[src/rtl/imem_loader.sv]
// Program loader: receives a length-prefixed, XOR-checksummed byte frame and writes it
// word by word into instruction memory while holding the core stalled.
module imem_loader #(
   parameter int                    DATA_WIDTH = 32,
   parameter int                    ADDR_WIDTH = 32,
   parameter logic [ADDR_WIDTH-1:0] BASE_ADDR  = '0,
   parameter int                    MAX_WORDS  = 256
) (
   input  logic                  clk,
   input  logic                  reset,
   input  logic                  start,
   input  logic                  in_valid,
   input  logic [7:0]            in_data,
   output logic                  in_ready,
   output logic                  imem_we,
   output logic [ADDR_WIDTH-1:0] imem_addr,
   output logic [DATA_WIDTH-1:0] imem_wdata,
   output logic                  cpu_hold,
   output logic                  done,
   output logic                  err,
   output logic [15:0]           words_loaded
);

   // state  | meaning
   // IDLE   | waiting for start, core released
   // LEN_LO | expecting low byte of word count
   // LEN_HI | expecting high byte of word count
   // DATA   | packing data bytes into words, one write per 4 bytes
   // CSUM   | expecting XOR checksum byte
   // FIN    | done pulse, core still held
   typedef enum logic [2:0] {IDLE, LEN_LO, LEN_HI, DATA, CSUM, FIN} state_t;

   state_t                  state_q, state_d;
   logic [15:0]             len_q, len_d;
   logic [1:0]              idx_q, idx_d;
   logic [23:0]             buf_q, buf_d;
   logic [7:0]              csum_q, csum_d;
   logic [15:0]             words_q, words_d;
   logic [ADDR_WIDTH-1:0]   addr_q, addr_d;
   logic [DATA_WIDTH-1:0]   wdata_q, wdata_d;
   logic                    we_q, we_d;
   logic                    err_q, err_d;
   logic                    hold_q, hold_d;

   logic                    accept;
   logic [15:0]             n_len;
   logic [15:0]             words_inc;
   logic [ADDR_WIDTH-1:0]   word_off;

   always_comb begin
      state_d = state_q;
      len_d   = len_q;
      idx_d   = idx_q;
      buf_d   = buf_q;
      csum_d  = csum_q;
      words_d = words_q;
      addr_d  = addr_q;
      wdata_d = wdata_q;
      we_d    = 1'b0;
      err_d   = err_q;
      hold_d  = hold_q;

      in_ready  = (state_q == LEN_LO) || (state_q == LEN_HI) ||
                  (state_q == DATA)   || (state_q == CSUM);
      done      = (state_q == FIN);
      accept    = in_valid && in_ready;
      n_len     = {in_data, len_q[7:0]};
      words_inc = words_q + 16'd1;
      word_off  = ADDR_WIDTH'({words_q, 2'b00});

      case (state_q)
         IDLE: begin
            if (start) begin
               state_d = LEN_LO;
               hold_d  = 1'b1;
               err_d   = 1'b0;
               words_d = '0;
               csum_d  = '0;
               idx_d   = '0;
            end
         end
         LEN_LO: begin
            if (accept) begin
               len_d[7:0] = in_data;
               state_d    = LEN_HI;
            end
         end
         LEN_HI: begin
            if (accept) begin
               len_d = n_len;
               if (n_len == 16'd0) begin
                  state_d = CSUM;
               end else if (n_len > 16'(MAX_WORDS)) begin
                  // oversize frame: abandon without touching IMEM or the checksum byte
                  err_d   = 1'b1;
                  state_d = FIN;
               end else begin
                  state_d = DATA;
               end
            end
         end
         DATA: begin
            if (accept) begin
               csum_d = csum_q ^ in_data;
               idx_d  = idx_q + 2'd1;
               case (idx_q)
                  2'd0: buf_d[7:0]   = in_data;
                  2'd1: buf_d[15:8]  = in_data;
                  2'd2: buf_d[23:16] = in_data;
                  default: begin
                     wdata_d = {in_data, buf_q};
                     addr_d  = BASE_ADDR + word_off;
                     we_d    = 1'b1;
                     words_d = words_inc;
                     if (words_inc == len_q) state_d = CSUM;
                  end
               endcase
            end
         end
         CSUM: begin
            if (accept) begin
               if (in_data != csum_q) err_d = 1'b1;
               state_d = FIN;
            end
         end
         FIN: begin
            state_d = IDLE;
            hold_d  = 1'b0;
         end
         default: state_d = IDLE;
      endcase
   end

   always_ff @(posedge clk) begin
      if (reset) begin
         state_q <= IDLE;
         len_q   <= '0;
         idx_q   <= '0;
         buf_q   <= '0;
         csum_q  <= '0;
         words_q <= '0;
         addr_q  <= BASE_ADDR;
         wdata_q <= '0;
         we_q    <= 1'b0;
         err_q   <= 1'b0;
         hold_q  <= 1'b0;
      end else begin
         state_q <= state_d;
         len_q   <= len_d;
         idx_q   <= idx_d;
         buf_q   <= buf_d;
         csum_q  <= csum_d;
         words_q <= words_d;
         addr_q  <= addr_d;
         wdata_q <= wdata_d;
         we_q    <= we_d;
         err_q   <= err_d;
         hold_q  <= hold_d;
      end
   end

   assign imem_we      = we_q;
   assign imem_addr    = addr_q;
   assign imem_wdata   = wdata_q;
   assign cpu_hold     = hold_q;
   assign err          = err_q;
   assign words_loaded = words_q;

endmodule

[config.mk]
export PLATFORM = sky130hd
export DESIGN_NAME = imem_loader
export DESIGN_NICKNAME = d
export VERILOG_FILES = /design/src/rtl/imem_loader.sv
export SDC_FILE = /design/constraint.sdc
export NUM_CORES = 1
export LEC_CHECK = 0
export BUFFER_PORTS_ARGS = -buffer_cell sky130_fd_sc_hd__buf_2
export CAP_MARGIN = 30
export CORE_ASPECT_RATIO = 0.6
export CORE_MARGIN = 2
export CORE_UTILIZATION = 58
export CTS_BUF_LIST = sky130_fd_sc_hd__clkbuf_4 sky130_fd_sc_hd__clkbuf_8
export CTS_CLUSTER_DIAMETER = 40
export DETAILED_ROUTE_END_ITERATION = 12
export GPL_ROUTABILITY_DRIVEN = 1
export PLACE_DENSITY_LB_ADDON = 0.12
export SETUP_SLACK_MARGIN = 0.15
export SYNTH_ARGS = -nofsm -noshare
export SYNTH_HDL_FRONTEND = slang
export SYNTH_SLANG_ARGS = --single-unit
[constraint.sdc]
create_clock -name clk -period 2.36 [get_ports clk]
set_input_delay 0.236 -clock clk [delete_from_list [all_inputs] [get_ports clk]]
set_output_delay 0.236 -clock clk [all_outputs]
set_load 0.01 [all_outputs]
==> results of run 1 <==
==> final timing paths <==
| kind | startpoint | slack (ns) | end | cells past startpoint |
|---|---|---|---|---|
| max | words_loaded[1]$_SDFFE_PP0P_ | 0.24 | state_q[0]$_SDFFE_PP0P_ | 6 |
| min | in_data[7] | 0.16 | len_q[7]$_SDFFE_PP0P_ | 3 |
| max reg2reg | words_loaded[1]$_SDFFE_PP0P_ | 0.24 | state_q[0]$_SDFFE_PP0P_ | 6 |
| min reg2reg | imem_wdata[2]$_SDFFE_PP0P_ | 0.45 | imem_wdata[2]$_SDFFE_PP0P_ | 2 |
==> sequential cells by signal, summed over array words and instances, names as in the netlist <==
name / count
buf_q: 24
cpu_hold: 1
csum_q: 8
err: 1
idx_q: 2
imem_addr: 16
imem_wdata: 32
imem_we: 1
len_q: 16
state_q: 3
words_loaded: 16
==> per-stage QoR <==
step / total power, mW / instance area [µm²] / std cells / utilization [%]
2_1_floorplan: 2.33 / 5530 / 739 / -
3_3_place_gp: 2.40 / 5960 / 899 / 64.9
3_5_place_dp: 2.41 / 5960 / 899 / 64.9
4_1_cts: 4.77 / 6470 / 931 / 70.5
5_1_grt: 4.90 / 6510 / 931 / 70.8
6_report: 4.77 / 6510 / 931 / 70.8
==> worst reg2reg max path: cells and delay by family, from the launching register on <==
| family | cells | cell delay, ns |
|---|---|---|
| compound gates | 2 | 0.25 |
| flops | 1 | 0.42 |
| simple gates | 4 | 1.34 |
==> cell families after synthesis <==
logic type	Yosys count
and+or+nand+nor	311
other	1
DFF	120
AOI/OAI and AO/OA	175
xor gates and xnor gates	30
buffers and inverters	82
adders and majority gates	5
==> layout by cell type, fill, tap and decap left out, types with 2 or more instances in the layout <==
cell / count
clkbuf_8: 18
nand3b_1: 2
inv_6: 4
a31oi_1: 3
nand4_1: 6
ha_1: 4
o22ai_1: 3
nor2_1: 36
buf_4: 22
nor3_1: 10
dfxtp_1: 115
nor4_1: 6
o21ai_0: 24
and3_1: 4
nand2b_1: 5
o31ai_1: 4
nand3_1: 34
xnor2_1: 21
or4_1: 2
buf_12: 3
conb_1: 16
bufinv_16: 7
a21oi_1: 121
nor2b_1: 2
dfxtp_2: 4
a211oi_1: 5
a22oi_1: 4
buf_2: 79
a311oi_1: 2
nand2_1: 188
xor2_1: 9
inv_1: 8
or3_1: 2
==> layout make-up <==
| type | instances | area share (%) |
|---|---|---|
| clock buffer | 18 | 3.81 |
| clock inverter | 14 | 4.09 |
| inverter | 8 | 0.461 |
| multi-input combinational | 537 | 42.6 |
| sequential | 120 | 37.0 |
| tap | 130 | 2.50 |
| timing repair buffer | 104 | 9.53 |
==> layer usage <==
| layer | part of all wire, % | GRT usage, % |
|---|---|---|
| met1 | 49 | 45.9 |
| met2 | 41 | 41.3 |
| met3 | 8.3 | 6.87 |
| met4 | 1.5 | 11.5 |
| met5 | 0 | 0 |
==> report_power, final <==
part           switching, mW  internal, mW
combinational          0.216        0.0948
clock                  0.885          1.51
sequential            0.0204          2.04
==> metrics.txt, run 1 <==
status finished, final reports clean; Initial DRT Pass Iterations 4; Max Cap Viol 0; Routed WL 14900 µm; hpwl dp slightly above 10000 µm; Worst Skew slightly above 0.006 ns; # H-tree levels 4; CTS tree built; largest family of logic cells by synthesized area simple AND/OR/NAND/NOR gates; multi-input combinational cell area approximately 2800 µm²; worst slack, placed ~0.16 ns; Die ar. a little over 10000 µm²; CP cell instances nand4_1 > or4_4 > nor3b_2 > o221ai_2 > nor4b_4 > a21oi_1; first-pass GRT wire length 24000 µm; Synth Area in Simple Gates 25.3%; Synth Register Bits 120; Tmin final about 2.1 ns; Data required, critical path between 2 and 3 ns; CTS sink count 120; Setup TNS 0 ns; GP Congestion 0.970; VDD IR max 0.000640 V; clk_lat worst skew between 0.4 and 0.5 ns; Least-Margin Pin Slew between 0.5 and 0.6 ns; clock-pin slew on the worst setup and hold paths about 0.070 ns; GR Overflow Total 0; Post-synth top cells nand2_1 (189), a21oi_1 (121), dfxtp_1 (120); I/O pin cnt 97; Post-Syn Instances between 700 and 800; DIE WIDTH between 100 and 150 µm; largest net degree at the start of global routing 54; cell accounting for the most synthesized area dfxtp_1; RSZ-0062 raised after global routing false; filler cell count ~750; Slew HR a little under two thirds; Die Y around 79 µm; Synth area leaders dfxtp_1 (44%), nand2_1 (13%), a21oi_1 (11%), clkbuf_1 (3.4%), xnor2_1 (3.4%); WP data arrival roughly 2.4 ns; HP Class input port to flop; Avg WL per Cell about 16 µm; Post-CTS Setup Inserts 0; CTS root buf clkbuf_8; Gates resized, CTS repair 1; drt via density between 5 and 6; final hold slack about 0.16 ns; EDFF count, synth 0; crit end category flop; Synth Flop Type dfxtp_1; Netlist Area Pre-Place roughly 5500 µm²; pwr dens 732 nW/µm²; Core Box Area slightly above 9000 µm²; Vias around 5.3k; post-synthesis average cell area around 7.6 µm²; drc violations 0; gr usage total a little under a third; Synth Area in Adders 1.14%; multiplexer share of the synthesized area 0%; FP Rows 27; family with the most delay on the worst path simple AND/OR/NAND/NOR gates; Compound-Gate Fraction of Synth Area between 15 and 20%; post-route ant nets 0; final setup fails 0; Yosys top cell area share about 44%; most common cell in the netlist nand2_1; Slew Viols, Final 0; slowest CP cell or4_4; Final period util about nine tenths; Clock Tree Buf Depth 2; # hold bufs at CTS 0; IO buf count 80; Crit path buffers/inverters 0; vias in the first global route 4685; initial core utilization 59.6%; initial antenna violation count 0; f_max ~470 MHz; hold violation count in the final report 0; Final nets 805; Seq/Total Area, Yosys between 40% and 50%; ys async rst share 0%; Iter 0 DRT Violations between 400 and 500; TritonCTS buffer count 17; Leak between 2 and 3 nW; slowest stage delay, CP 0.53 ns; CP Class flop to flop; Synth warnings 0; synth-to-layout area growth 18.9%; Yosys cell types between 50 and 60; layout cell share with drive strength beyond 1 19.2%; worst-path maximum fanout 7; startpoint types flop; Final WS setup between 0.2 and 0.25 ns; Post-Synth XOR/XNOR Area about 4.8%; number of diodes 0; Seq. cell area 2410 µm²
Note: power is estimated with default switching activity, not from simulation.
==> inputs of run 2 (changes only) <==
- CELL_PAD_IN_SITES_DETAIL_PLACEMENT: unset -> 0
- CELL_PAD_IN_SITES_GLOBAL_PLACEMENT: unset -> 2
- CORE_UTILIZATION: 58 -> 33
==> run 2 against run 1 <==
Net effect: clock skew is 0.0029 ns higher; setup slack better by 0.0027 ns; total power is 8.5% lower; largest power group is now registers.
==> metrics.txt, run 2 (synthesized netlist as in run 1, its figures left out) <==
Clock Tree Buf Depth 2; max FFs per register 32; number of cells on the critical path 6; Final nets around 800; CP cell instances nand4_1 > or4_4 > nor3b_2 > o221ai_2 > nor4b_4 > a21oi_1; Initial DRT Pass Iterations 5; initial core utilization 33.8%; final setup fails 0; Layout Cells excl Fill 1014; f_max around 470 MHz; VDD IR max between 0.0002 and 0.00025 V; CTS root buf clkbuf_8; largest net degree at the start of global routing 53; crit end category flop; family with the most delay on the worst path simple AND/OR/NAND/NOR gates; Vias 5121; I/O pin cnt 97; Setup TNS 0 ns; # hold bufs at CTS 0; Final period util between 80% and 90%; hold violation count in the final report 0; GR Overflow Total 0; Leak roughly 2.5 nW; commonest non-fill, non-tap cells in the layout nand2_1 (188), a21oi_1 (121), dfxtp_1 (116), buf_2 (79), nor2_1 (36); CP endpoint state_q[0]$_SDFFE_PP0P_; number of diodes 0; pwr dens 670 nW/µm²; Hold Crit Depth 3; CTS tree built; HP Class input port to flop; clk_lat worst skew between 0.4 and 0.5 ns; TritonCTS buffer count 17; status finished, final reports clean; post-route ant nets 0; reg-to-reg slack, setup approximately 0.24 ns; GP Congestion 0.873; Seq. cell area 2410 µm²; filler cell count 1727; Max Cap Viol 0; commonest non-fill, non-tap cell in the layout nand2_1; slowest CP cell or4_4; layout cell share with drive strength beyond 1 between 10% and 20%; Routed WL 16300 µm; slowest stage delay, CP ~0.53 ns; Slew HR 54.1%; Die ar. approximately 18000 µm²; Tmin final approximately 2.1 ns; first-pass GRT wire length 25700 µm; Slew Viols, Final 0; Iter 0 DRT Violations between 300 and 400; synth-to-layout area growth 18.9%; Core Box Area 16200 µm²; vias in the first global route 4786; drt via density 5.05; final hold slack about 0.18 ns; # H-tree levels 4; Worst Skew approximately 0.009 ns; crit path launch words_loaded[2]$_SDFFE_PP0P_; initial antenna violation count 0; CTS sink count 120; Die Y between 100 and 150 µm; Crit path buffers/inverters 0; fin util around two fifths; clock-pin slew on the worst setup and hold paths roughly 0.070 ns; Placed Cells just under 1k; RR Startpoint words_loaded[2]$_SDFFE_PP0P_; WP data arrival approximately 2.5 ns; DIE WIDTH approximately 170 µm; hpwl dp roughly 11000 µm; multi-input combinational cell area between 2000 and 3000 µm²; startpoint types flop; Least-Margin Pin Slew 0.683 ns; Data required, critical path between 2 and 3 ns; Worst Reg-to-Reg Cells 6; RSZ-0062 raised after global routing true; Avg WL per Cell between 15 and 20 µm; gr usage total roughly a fifth; worst-path maximum fanout 6; FP Rows 36; IO buf count 80; CP Class flop to flop; drc violations 0; RR Endpoint state_q[0]$_SDFFE_PP0P_
[run 2: cell count changes in the layout (fill, tap and decap cells not counted), sizes merged]
cell / delta
clkinv: +1
buf: +5
clkinvlp: +1
clkbuf: +5
inv: -4
bufinv: -4
[run 2: repair_timing]
item | CTS | global route
hold endpoints to repair | 0 | 0
endpoints found under the setup margin | 0 | 22
buffers inserted | 0 | 1
gates resized for setup | 0 | 7
[run 2: how the worst min path moves through the flow]
stage | from | endpoint | slack [ns]
after detailed placement | imem_wdata[15]$_SDFFE_PP0P_ | imem_wdata[15]$_SDFFE_PP0P_ | 0.44
after global placement | imem_addr[9]$_SDFFE_PP0P_ | imem_addr[9]$_SDFFE_PP0P_ | 0.44
after global routing | in_data[2] | len_q[2]$_SDFFE_PP0P_ | 0.18
after CTS | in_data[2] | len_q[2]$_SDFFE_PP0P_ | 0.16
after floorplan | csum_q[1]$_SDFFE_PP0P_ | csum_q[1]$_SDFFE_PP0P_ | 0.43
final | in_data[2] | len_q[10]$_SDFFE_PP0P_ | 0.18
[run 2: worst min-delay path: cells and delay by family]
family / cells / cell delay, ns
buf+inv: 1 / 0.20
simple gates: 1 / 0.09
compound gates: 1 / 0.06
[run 2: layout make-up]
cell class / count / share of cell area, %
Sequential cell: 120 / 37.0
Clock inverter: 8 / 1.85
Inverter: 8 / 0.461
Multi-Input combinational cell: 537 / 42.4
Tap cell: 209 / 4.02
Timing Repair Buffer: 109 / 9.73
Clock buffer: 23 / 4.57
[run 2: where the power goes]
group	total [mW]	internal, mW	switching (mW)	leakage, nW
Combinational	0.309	0.0965	0.212	1.31
Sequential	2.07	2.04	0.0284	0.969
Clock	1.98	1.15	0.832	0.212
[run 2: layer usage]
layer	up-vias	track usage, %	wire [µm]
met5	-	0	0
met4	0	6.65	193
met3	17	4.09	1060
met2	148	24.5	6180
met1	2397	29.3	8870
li1	2559	-	-
[run 2: through the flow]
step	area, µm²	power (mW)	worst slack [ns]
4_1_cts	6480	4.42	0.160
3_3_place_gp	6060	2.42	0.255
6_report	6510	4.36	0.239
5_1_grt	6510	4.55	0.128
3_5_place_dp	6060	2.42	0.166
2_1_floorplan	5530	2.33	0.309
